--- src/rtl/usr_ctrl_pkg.sv ---
// Shared encodings for the universal-shift-register transmit controller:
// USR select codes, shift-direction values, controller state type and a parity helper.
package usr_ctrl_pkg;

    localparam logic [1:0] SEL_HOLD = 2'b00;
    localparam logic [1:0] SEL_SHR  = 2'b01;
    localparam logic [1:0] SEL_SHL  = 2'b10;
    localparam logic [1:0] SEL_LOAD = 2'b11;

    localparam logic DIR_LSB_FIRST = 1'b0;
    localparam logic DIR_MSB_FIRST = 1'b1;

    typedef enum logic [1:0] {
        ST_IDLE   = 2'b00,
        ST_LOAD   = 2'b01,
        ST_SHIFT  = 2'b10,
        ST_PARITY = 2'b11
    } state_t;

    // Even parity (XOR reduction) of a word zero-extended to 64 bits.
    function automatic logic even_parity(input logic [63:0] word);
        return ^word;
    endfunction

endpackage

--- src/rtl/usr_tx_ctrl.sv ---
// Sequencing controller that loads a word into an external USR and streams it out serially.
// Optional trailing even-parity bit enabled by defining USR_TX_CTRL_PARITY_EN.
module usr_tx_ctrl
    import usr_ctrl_pkg::*;
#(
    parameter int WIDTH = 8,
    parameter int CNT_W = $clog2(WIDTH)
) (
    input  logic             clk,
    input  logic             rst_n,
    input  logic             in_valid,
    output logic             in_ready,
    input  logic [WIDTH-1:0] in_data,
    input  logic             in_dir,
    input  logic             in_fill,
    output logic             ser_out,
    output logic             ser_valid,
    input  logic             ser_ready,
    output logic             ser_last,
    output logic [1:0]       usr_select,
    output logic [WIDTH-1:0] usr_pload,
    output logic             usr_L_in,
    output logic             usr_R_in,
    input  logic [WIDTH-1:0] usr_q,
    output logic             busy
);

    state_t             state_r;
    state_t             state_nxt_s;
    logic [CNT_W-1:0]   cnt_r;
    logic [WIDTH-1:0]   word_r;
    logic               dir_r;
    logic               fill_r;
    logic               last_bit_s;
    logic               accept_s;
    logic               unused_q_bits_s;

    assign last_bit_s      = (cnt_r == CNT_W'(WIDTH - 1));
    assign accept_s        = in_valid & in_ready;
    assign usr_pload       = word_r;
    assign busy            = (state_r != ST_IDLE);
    // Only the two end bits of the USR are observed; the rest are shifted through.
    assign unused_q_bits_s = ^usr_q;

    // Next-state decode.
    always_comb begin
        state_nxt_s = state_r;
        case (state_r)
            ST_IDLE: begin
                if (accept_s) state_nxt_s = ST_LOAD;
                else          state_nxt_s = ST_IDLE;
            end
            ST_LOAD: state_nxt_s = ST_SHIFT;
            ST_SHIFT: begin
                if (ser_ready && last_bit_s) begin
`ifdef USR_TX_CTRL_PARITY_EN
                    state_nxt_s = ST_PARITY;
`else
                    if (accept_s) state_nxt_s = ST_LOAD;
                    else          state_nxt_s = ST_IDLE;
`endif
                end else begin
                    state_nxt_s = ST_SHIFT;
                end
            end
`ifdef USR_TX_CTRL_PARITY_EN
            ST_PARITY: begin
                if (!ser_ready)    state_nxt_s = ST_PARITY;
                else if (accept_s) state_nxt_s = ST_LOAD;
                else               state_nxt_s = ST_IDLE;
            end
`endif
            default: state_nxt_s = ST_IDLE;
        endcase
    end

    // Output decode; ser_* stays stable under backpressure because the USR holds.
    always_comb begin
        in_ready   = 1'b0;
        usr_select = SEL_HOLD;
        ser_valid  = 1'b0;
        ser_out    = 1'b0;
        ser_last   = 1'b0;
        usr_L_in   = 1'b0;
        usr_R_in   = 1'b0;
        case (state_r)
            ST_IDLE: in_ready = 1'b1;
            ST_LOAD: usr_select = SEL_LOAD;
            ST_SHIFT: begin
                ser_valid = 1'b1;
                if (dir_r == DIR_MSB_FIRST) ser_out = usr_q[WIDTH-1];
                else                        ser_out = usr_q[0];
`ifdef USR_TX_CTRL_PARITY_EN
                ser_last = 1'b0;
                in_ready = 1'b0;
`else
                ser_last = last_bit_s;
                in_ready = ser_ready & last_bit_s;
`endif
                if (!ser_ready)                  usr_select = SEL_HOLD;
                else if (dir_r == DIR_MSB_FIRST) usr_select = SEL_SHL;
                else                             usr_select = SEL_SHR;
                usr_R_in = fill_r & (dir_r == DIR_LSB_FIRST);
                usr_L_in = fill_r & (dir_r == DIR_MSB_FIRST);
            end
`ifdef USR_TX_CTRL_PARITY_EN
            ST_PARITY: begin
                ser_valid = 1'b1;
                ser_out   = even_parity(64'(word_r));
                ser_last  = 1'b1;
                in_ready  = ser_ready;
            end
`endif
            default: in_ready = 1'b0;
        endcase
    end

    // State, bit counter and captured word/direction/fill.
    always_ff @(posedge clk or negedge rst_n) begin
        if (!rst_n) begin
            state_r <= ST_IDLE;
            cnt_r   <= '0;
            word_r  <= '0;
            dir_r   <= 1'b0;
            fill_r  <= 1'b0;
        end else begin
            state_r <= state_nxt_s;
            if (accept_s) begin
                word_r <= in_data;
                dir_r  <= in_dir;
                fill_r <= in_fill;
            end
            if (state_r == ST_LOAD)
                cnt_r <= '0;
            else if (state_r == ST_SHIFT && ser_ready)
                cnt_r <= cnt_r + CNT_W'(1);
        end
    end

endmodule

--- config.mk ---
export PLATFORM = sky130hd
export DESIGN_NAME = usr_tx_ctrl
export DESIGN_NICKNAME = d
export VERILOG_FILES = /design/src/rtl/usr_ctrl_pkg.sv /design/src/rtl/usr_tx_ctrl.sv
export SDC_FILE = /design/constraint.sdc
export NUM_CORES = 1
export LEC_CHECK = 0
export ABC_AREA = 1
export BUFFER_PORTS_ARGS = -buffer_cell sky130_fd_sc_hd__buf_4
export CAP_MARGIN = 5
export CORE_MARGIN = 3
export CORE_UTILIZATION = 35
export DETAILED_ROUTE_END_ITERATION = 12
export PLACE_DENSITY = 0.72
export SLEW_MARGIN = 20
export SYNTH_ARGS = -nofsm -noshare
export SYNTH_HDL_FRONTEND = slang
export SYNTH_SLANG_ARGS = --single-unit
--- constraint.sdc ---
create_clock -name clk -period 3.2 [get_ports clk]
set_clock_uncertainty 0.15 [all_clocks]
set_input_delay 0.16 -clock clk [delete_from_list [all_inputs] [get_ports clk]]
set_output_delay 0.16 -clock clk [all_outputs]
set_load 0.01 [all_outputs]
==> impl_metrics.env, run 1 <==
export IMPL_cts_buffers=3
export IMPL_rows=16
export IMPL_critical_path_slowest_cell="dfrtp_1"
export IMPL_synth_top_area_share_pct=48.5
export IMPL_yosys_top_cells_area="dfrtp_1 (49%), nand2_1 (13%), ha_1 (9.7%)"
export IMPL_crit_top_cell="nand2_1"
export IMPL_clk_pin_slew_ns=0.08
export IMPL_crit_path_max_fanout=9
export IMPL_clock_latency_ns=0.27
export IMPL_gp_congestion=0.656
export IMPL_num_io_pins=39
export IMPL_rsz0062_at_grt="false"
export IMPL_die_area_sq_mm=0.00281
export IMPL_cts_tree="done"
export IMPL_numPortBuffers=32
export IMPL_initial_utilization_pct=38.2
export IMPL_final_cell_mix="buf_4 (32), nand2_1 (26), dfrtp_1 (15), nand3_1 (14), dlygate4sd3_1 (11)"
export IMPL_antenna_left=0
export IMPL_period_share_pct=63.0
export IMPL_busiest_layer="met2"
export IMPL_drive_above_1_share_pct=29.5
export IMPL_fin_nets=161
export IMPL_drc=0
export IMPL_dp_hpwl_microns=1320
export IMPL_worst_pin_slew_ns=0.304
export IMPL_min_path_cells=3
export IMPL_r2r_start="state_r[0]"
export IMPL_path_cells="inv_1 > ha_1 > nand2_1 > nand2_1 > nand2_1 > a21oi_1 > buf_4"
export IMPL_p_int_mw=0.521
export IMPL_swShare_pct=40.1
export IMPL_post_route_util_pct=56.8
export IMPL_diodes=0
export IMPL_grt_overflow=0
export IMPL_max_freq_mhz=496
export IMPL_postCtsSetupBuffers=0
export IMPL_syn_avg_cell_area_sq_um=8.69
export IMPL_seq_area_frac_synth_pct=48.5
export IMPL_p_clk_share_pct=12.0
export IMPL_area_growth_pct=48.5
export IMPL_cpPeakStageDelay_ns=0.40
export IMPL_syn_cell_area_sq_um=773
export IMPL_final_area_sq_mm=0.00115
export IMPL_synth_ff_latch_count=15
export IMPL_cts_num_sinks=15
export IMPL_cp_start_kind="register"
export IMPL_ir_drop_uv=491
export IMPL_setup_violations=0
export IMPL_status="completed"
export IMPL_wirelength_microns=1810
export IMPL_min_path_type="input port to register"
export IMPL_antenna_found_initial=0
export IMPL_clockBufferDepth=2
export IMPL_crit_buf_inv=2
export IMPL_p_total_mw=0.870
export IMPL_regToRegSetupSlack_ns=1.39
export IMPL_p_comb_share_pct=50.1
export IMPL_grtUsageMet1_pct=18.9
export IMPL_ys_warn_count=0
export IMPL_hold_viol_final=0
export IMPL_r2r_end="usr_pload[3]"
export IMPL_max_cap_viol_count=0
export IMPL_layout_commonest_cell="buf_4"
export IMPL_power_density_mw_per_mm2=758
export IMPL_r2r_cells=7
export IMPL_crit_required_ns=2.89
export IMPL_cts_root_buf="clkbuf_4"
export IMPL_postPlaceCellArea_sq_mm=0.00101
export IMPL_p_sw_mw=0.349
export IMPL_p_seq_share_pct=37.9
export IMPL_whs_ns=0.0538
export IMPL_core_sq_mm=0.00202
export IMPL_avgRoutedWirePerCell_microns=11.4
export IMPL_drt_pre_antenna_iters=4
export IMPL_grt_pass1_wl_microns=3000
export IMPL_avgViaCountPerCell=4.64
export IMPL_relSlewSlack_pct=79.8
export IMPL_p_leak_nw=0.626
export IMPL_die_w_microns=53
export IMPL_cpLargestDelayFamily="flip-flops"
export IMPL_endpoint_kind="primary output"
export IMPL_cts_htree_levels=1
export IMPL_synth_cells=89
export IMPL_final_fill_count=179
export IMPL_vias=737
export IMPL_hp_start="in_valid"
export IMPL_die_y_microns=53
export IMPL_yosysTopAreaCell="dfrtp_1"
export IMPL_grt_util_all_layers_pct=15.2
export IMPL_final_max_slew_viol_count=0
export IMPL_hold_end="usr_pload[3]"
export IMPL_use_met2_pct=23.6
export IMPL_fin_crit_ns=2.02
export IMPL_fin_tns_setup_ns=0
export IMPL_synth_cell_types=16
export IMPL_grt_pass1_vias=714
export IMPL_grt_max_degree=16
export IMPL_syn_nets=117
export IMPL_met3_usage_pct=4.51
export IMPL_drtIter0Drc=7
export IMPL_cp_arrival_ns=1.71
export IMPL_path_class="register to primary output"
[power groups by stage]
stage	sequential [mW]	combinational [mW]	clock (mW)
after floorplan	0.345	0.244	0
final	0.330	0.436	0.105
after global routing	0.342	0.486	0.121
after detailed placement	0.330	0.431	0
after global placement	0.329	0.420	0
after CTS	0.330	0.441	0.110
[cell type report]
class | count | area, sq um | share of cell area, %
clock buffers | 4 | 26.3 | 2.29
multi-input cells | 61 | 329 | 28.6
well taps | 27 | 33.8 | 2.94
repair buffers | 43 | 350 | 30.5
inverters | 9 | 33.8 | 2.94
flip-flops and latches | 15 | 375 | 32.7
[state kept, by name, summed over array words and instances (netlist names)]
name and flops:
cnt_r 3, usr_pload 8, state_r 2, dir_r 1
fill_r 1
[repair_timing]
item / 4_1_cts / 5_1_grt
endpoints found under the setup margin: 0 / 0
hold endpoints to repair: 25 / 0
gates resized for setup: 0 / 0
hold buffers: 11 / 0
[cells by family (layout without fill, tap and decap cells)]
family                   count (synthesis)  after routing  synth area share, %
AND/OR/NAND/NOR                         48             48                 27.7
flip-flops                              15             15                 48.5
buffers and inverters                   13             56                 8.90
adder cells (fa/ha/maj)                  6              6                 9.71
AO/OA/AOI/OAI                            6              6                 3.88
multiplexers                             1              1                 1.29
[how the worst max path moves through the flow]
stage	start	endpoint	cells after the start
floorplan	state_r[0]	usr_select[0]	7
global placement	state_r[0]	usr_pload[0]	7
detailed placement	state_r[0]	usr_pload[4]	7
CTS	state_r[0]	usr_select[0]	7
global route	state_r[0]	usr_select[1]	7
finish	state_r[0]	usr_select[0]	7
[worst register-to-register path: stages (launching register included)]
cell and delay (ns):
dfrtp_1 0.40, inv_1 0.11, ha_1 0.35, nand3_2 0.11
nand2_2 0.22, nand2_2 0.21, nand2_1 0.11, nand2_1 0.05
[cell usage after synthesis, drive strengths merged]
master and n:
a21oi 3, buf 4, dfrtp 15, ha 6, inv 9, mux2i 1
nand2 28, nand3 15, nor2 3, nor3 2, o21ai 3
[per-stage QoR]
stage,cells,setup slack [ns]
global route,159,1.01
CTS,159,1.16
floorplan,89,1.63
global placement,144,1.41
finish,159,1.18
detailed placement,144,1.39
[routing by layer]
layer  wire length [microns]  part of all wire (%)
met4                      14                  0.78
met5                       0                     0
met1                     788                    44
met2                     861                    48
met3                     140                   7.8
Power figures use the tool's default switching activity.
==> run 2: changes to the inputs <==
Settings changed: PLACE_DENSITY 0.72 to 0.75.
Clock period 3.2 ns to 1.8 ns, I/O delays scaled along.
==> run 2 against run 1 <==
Against the previous run: critical endpoint is now in_ready; critical path type unchanged; sequential cell count did not move; sequential power grew 78%; highest routed layer unchanged; largest power group unchanged; register-to-register slack worse by 1.2 ns; hold slack worse by 0.020 ns; critical path depth fell by 1; first-iteration DRC count fell by 43%; count of clock-buffer cells in the layout fell by 1.
==> impl_metrics.env, run 2 (synthesis gave the netlist of run 1 again) <==
export IMPL_clk_pin_slew_ns=0.09
export IMPL_vias=765
export IMPL_path_class="register to primary output"
export IMPL_dp_hpwl_microns=1340
export IMPL_min_path_type="input port to async pin"
export IMPL_worst_pin_slew_ns=0.213
export IMPL_die_w_microns=53
export IMPL_setup_violations=0
export IMPL_drive_above_1_share_pct=37.3
export IMPL_endpoint_kind="primary output"
export IMPL_largest_register_ffs=8
export IMPL_die_area_sq_mm=0.00281
export IMPL_hold_viol_final=0
export IMPL_grt_pass1_wl_microns=3080
export IMPL_ir_drop_uv=815
export IMPL_cp_arrival_ns=1.49
export IMPL_clock_latency_ns=0.29
export IMPL_final_max_slew_viol_count=0
export IMPL_drt_pre_antenna_iters=4
export IMPL_grt_max_degree=16
export IMPL_final_cell_mix="buf_4 (40), nand2_1 (26), dfrtp_1 (15), nand3_1 (14), dlygate4sd3_1 (13)"
export IMPL_numPortBuffers=32
export IMPL_cp_start_kind="register"
export IMPL_p_total_mw=1.73
export IMPL_avgViaCountPerCell=4.53
export IMPL_max_freq_mhz=579
export IMPL_instances_no_fill=169
export IMPL_power_density_mw_per_mm2=1380
export IMPL_max_cap_viol_count=0
export IMPL_area_growth_pct=62.0
export IMPL_dp_cells=145
export IMPL_drc=0
export IMPL_whs_ns=0.0336
export IMPL_cts_htree_levels=1
export IMPL_grt_overflow=0
export IMPL_die_y_microns=53
export IMPL_rows=16
export IMPL_antenna_found_initial=0
export IMPL_grt_pass1_vias=724
export IMPL_fin_nets=171
export IMPL_initial_utilization_pct=38.2
export IMPL_antenna_left=0
export IMPL_rsz0062_at_grt="true"
export IMPL_drtIter0Drc=4
export IMPL_grt_util_all_layers_pct=15.4
export IMPL_fin_crit_ns=1.73
export IMPL_cts_num_sinks=15
export IMPL_seq_area_sq_um=375
export IMPL_gp_congestion=0.669
export IMPL_cts_tree="done"
export IMPL_p_leak_nw=0.673
export IMPL_cts_buffers=3
export IMPL_diodes=0
export IMPL_status="completed"
export IMPL_crit_path_max_fanout=7
export IMPL_relSlewSlack_pct=85.8
export IMPL_clockBufferDepth=2
export IMPL_layout_commonest_cell="buf_4"
export IMPL_multi_input_area_sq_um=352
export IMPL_wirelength_microns=1970
export IMPL_avgRoutedWirePerCell_microns=11.7
export IMPL_final_fill_count=185
export IMPL_num_io_pins=39
export IMPL_period_share_pct=96.0
export IMPL_core_sq_mm=0.00202
export IMPL_crit_required_ns=1.56
export IMPL_cts_root_buf="clkbuf_4"
run 2: changes by cell type in the layout (fill, tap and decap cells not counted), sizes merged:
cell         previous run  this run
dlygate4sd3            11        13
clkinv                  0         1
buf                    32        40
clkbuf                  4         3
run 2: final timing paths:
check                          endpoint  slack [ns]  cells past startpoint    startpoint
setup reg to reg           usr_pload[6]        0.20                      8    state_r[1]
setup / recovery               in_ready        0.07                      6    state_r[1]
max in group asynchronous  usr_pload[0]        1.29                      2         rst_n
min in group clk           usr_pload[5]        0.33                      2  usr_pload[5]
hold reg to reg            usr_pload[5]        0.33                      2  usr_pload[5]
hold / removal                 cnt_r[2]        0.03                      2         rst_n
run 2: report_power, final:
part / leakage (nW) / switching, mW / internal (mW)
clock network: 0.0177 / 0.109 / 0.0826
registers: 0.189 / 0.103 / 0.484
logic: 0.466 / 0.472 / 0.475
run 2: metal layers:
| layer | vias to the layer above | track usage (%) | wire length (microns) |
|---|---|---|---|
| met2 | 32 | 25.4 | 946 |
| met4 | 0 | 8.94 | 46 |
| met1 | 336 | 18.7 | 808 |
| met5 | - | 0 | 0 |
| met3 | 5 | 2.82 | 168 |
| li1 | 392 | - | - |
run 2: cell type report:
type | count | area share [%]
repair buffers | 53 | 34.4
clock inverters | 1 | 0.400
inverters | 9 | 2.70
flip-flops and latches | 15 | 30.0
clock buffers | 3 | 1.80
well taps | 27 | 2.70
multi-input cells | 61 | 28.1
run 2: per-stage QoR:
step	cell area [sq um]	utilization (%)	setup TNS, ns	setup WS [ns]
4_1_cts	1200	59.3	0	0.0113
3_5_place_dp	1020	50.4	0	0.158
2_1_floorplan	773	-	0	0.269
5_1_grt	1250	61.9	-0.0138	-0.0138
3_3_place_gp	1020	50.4	0	0.194
6_report	1250	61.9	0	0.0721
run 2: critical path: stages, from the launching register on:
cell and delay, ns:
dfrtp_1 0.42, buf_4 0.16, ha_4 0.18, buf_4 0.14, nand3_2 0.07, nand2_4 0.09
buf_4 0.15
run 2: what timing repair did:
action | CTS | global route
endpoints found under the hold margin | 27 | 0
hold buffers | 13 | 0
setup endpoints to repair | 5 | 4
buffers inserted | 1 | 7
pin swaps | 0 | 2
resized for setup | 3 | 4
==> run 3: changes to the inputs <==
Settings changed: CTS_BUF_LIST set to sky130_fd_sc_hd__clkbuf_2.
==> run 3 against run 2 <==
Against the previous run: combinational power is 3.5% lower; highest routed layer unchanged; critical path depth unchanged; core utilization shrank 1.1 points; critical endpoint unchanged; fmax is 1.5% lower.
==> impl_metrics.env, run 3 (synthesis gave the netlist of run 1 again) <==
export IMPL_status="completed"
export IMPL_p_leak_nw=0.662
export IMPL_cts_tree="done"
export IMPL_cts_num_sinks=15
export IMPL_critical_path_slowest_cell="dfrtp_1"
export IMPL_drc=0
export IMPL_grt_pass1_vias=730
export IMPL_final_cell_mix="buf_4 (38), nand2_1 (26), dfrtp_1 (15), nand3_1 (14), dlygate4sd3_1 (13)"
export IMPL_ir_drop_uv=788
export IMPL_diodes=0
export IMPL_fin_nets=169
export IMPL_cp_arrival_ns=1.51
export IMPL_max_freq_mhz=570
export IMPL_post_route_util_pct=60.8
export IMPL_dp_hpwl_microns=1340
export IMPL_path_cells="buf_4 > ha_4 > buf_4 > nand3_2 > nand2_4 > buf_4"
export IMPL_endpoint_kind="primary output"
export IMPL_r2r_cells=8
export IMPL_drive_above_1_share_pct=36.4
export IMPL_drt_pre_antenna_iters=4
export IMPL_avgViaCountPerCell=4.65
export IMPL_layout_commonest_cell="buf_4"
export IMPL_antenna_found_initial=0
export IMPL_grt_max_degree=16
export IMPL_p_total_mw=1.66
export IMPL_path_class="register to primary output"
export IMPL_met3_length_microns=180
export IMPL_fin_crit_ns=1.75
export IMPL_die_y_microns=53
export IMPL_hold_viol_final=0
export IMPL_highest_layer="met4"
export IMPL_cts_root_buf="clkbuf_2"
export IMPL_vias=776
export IMPL_setup_violations=0
export IMPL_num_io_pins=39
export IMPL_area_growth_pct=59.1
export IMPL_crit_path_max_fanout=7
export IMPL_relSlewSlack_pct=85.8
export IMPL_antenna_left=0
export IMPL_rows=16
export IMPL_r2r_end="usr_pload[3]"
export IMPL_met2WireLength_microns=995
export IMPL_period_share_pct=97.4
export IMPL_die_w_microns=53
export IMPL_drtIter0Drc=10
export IMPL_r2r_start="state_r[1]"
export IMPL_rsz0062_at_grt="true"
export IMPL_wirelength_microns=1990
export IMPL_final_max_slew_viol_count=0
export IMPL_numPortBuffers=32
export IMPL_cts_htree_levels=1
export IMPL_power_density_mw_per_mm2=1350
export IMPL_gp_congestion=0.669
export IMPL_cpPeakStageDelay_ns=0.44
export IMPL_regToRegSetupSlack_ns=0.20
export IMPL_grt_overflow=0
export IMPL_whs_ns=0.00148
export IMPL_clockBufferDepth=2
export IMPL_fin_tns_setup_ns=0
export IMPL_wl_met1_microns=764
export IMPL_crit_required_ns=1.56
export IMPL_avgRoutedWirePerCell_microns=11.9
export IMPL_initial_utilization_pct=38.2
export IMPL_cp_start_kind="register"
export IMPL_cts_buffers=3
export IMPL_core_sq_mm=0.00202
export IMPL_clk_pin_slew_ns=0.16
export IMPL_clock_latency_ns=0.30
export IMPL_min_path_type="input port to async pin"
export IMPL_max_cap_viol_count=0
export IMPL_die_area_sq_mm=0.00281
export IMPL_largest_register_ffs=8
export IMPL_crit_top_cell="buf_4"
export IMPL_grt_pass1_wl_microns=3100
export IMPL_grt_util_all_layers_pct=15.5
export IMPL_worst_pin_slew_ns=0.212
## run 3: cell types whose count changed in the layout (fill, tap and decap cells not counted), sizes merged
| cell | delta |
|---|---|
| buf | -2 |
## run 3: timing repair
action                     4_1_cts  5_1_grt
pin swaps                        0        2
gates resized for setup          4        3
cloned                           0        0
hold buffers                    13        0
setup buffers                    1        5
hold endpoints to repair        29        0
setup endpoints to repair        5        3
## run 3: area by class of cell
type                       instances  area [sq um]
tap                               27          33.8
fill                             179           792
clock buffer                       3          15.0
sequential                        15           375
inverter                           9          33.8
multi-input combinational         61           352
clock inverter                     1          5.00
timing repair buffer              51           415
## run 3: per-stage QoR
stage,worst slack (ns),instances,cell area [sq um]
floorplan,0.269,89,773
global placement,0.194,145,1020
detailed placement,0.158,145,1020
CTS,0.0138,162,1180
global route,-0.0447,167,1230
finish,0.0464,167,1230
## run 3: worst max-delay path: cells and delay by family, from the launching register on
| family | cells | cell delay [ns] |
|---|---|---|
| buffers and inverters | 3 | 0.45 |
| and+or+nand+nor | 2 | 0.17 |
| adders and majority gates | 1 | 0.17 |
| DFF | 1 | 0.44 |
## run 3: per-layer routing
| metal | global-route usage, % | vias up |
|---|---|---|
| li1 | - | 389 |
| met1 | 17.4 | 349 |
| met2 | 26.4 | 34 |
| met3 | 3.10 | 4 |
| met4 | 10.2 | 0 |
| met5 | 0 | - |
## run 3: power breakdown
group	internal (mW)	switching, mW	total [mW]
registers	0.483	0.103	0.586
clock network	0.0503	0.114	0.164
logic	0.450	0.464	0.914
## run 3: worst max-delay path by stage
stage | cells after the start | start | end
floorplan | 9 | state_r[0] | usr_pload[0]
global placement | 7 | state_r[0] | usr_select[0]
detailed placement | 7 | state_r[0] | usr_select[1]
CTS | 5 | cnt_r[0] | in_ready
global route | 7 | state_r[1] | usr_select[1]
finish | 6 | state_r[1] | in_ready
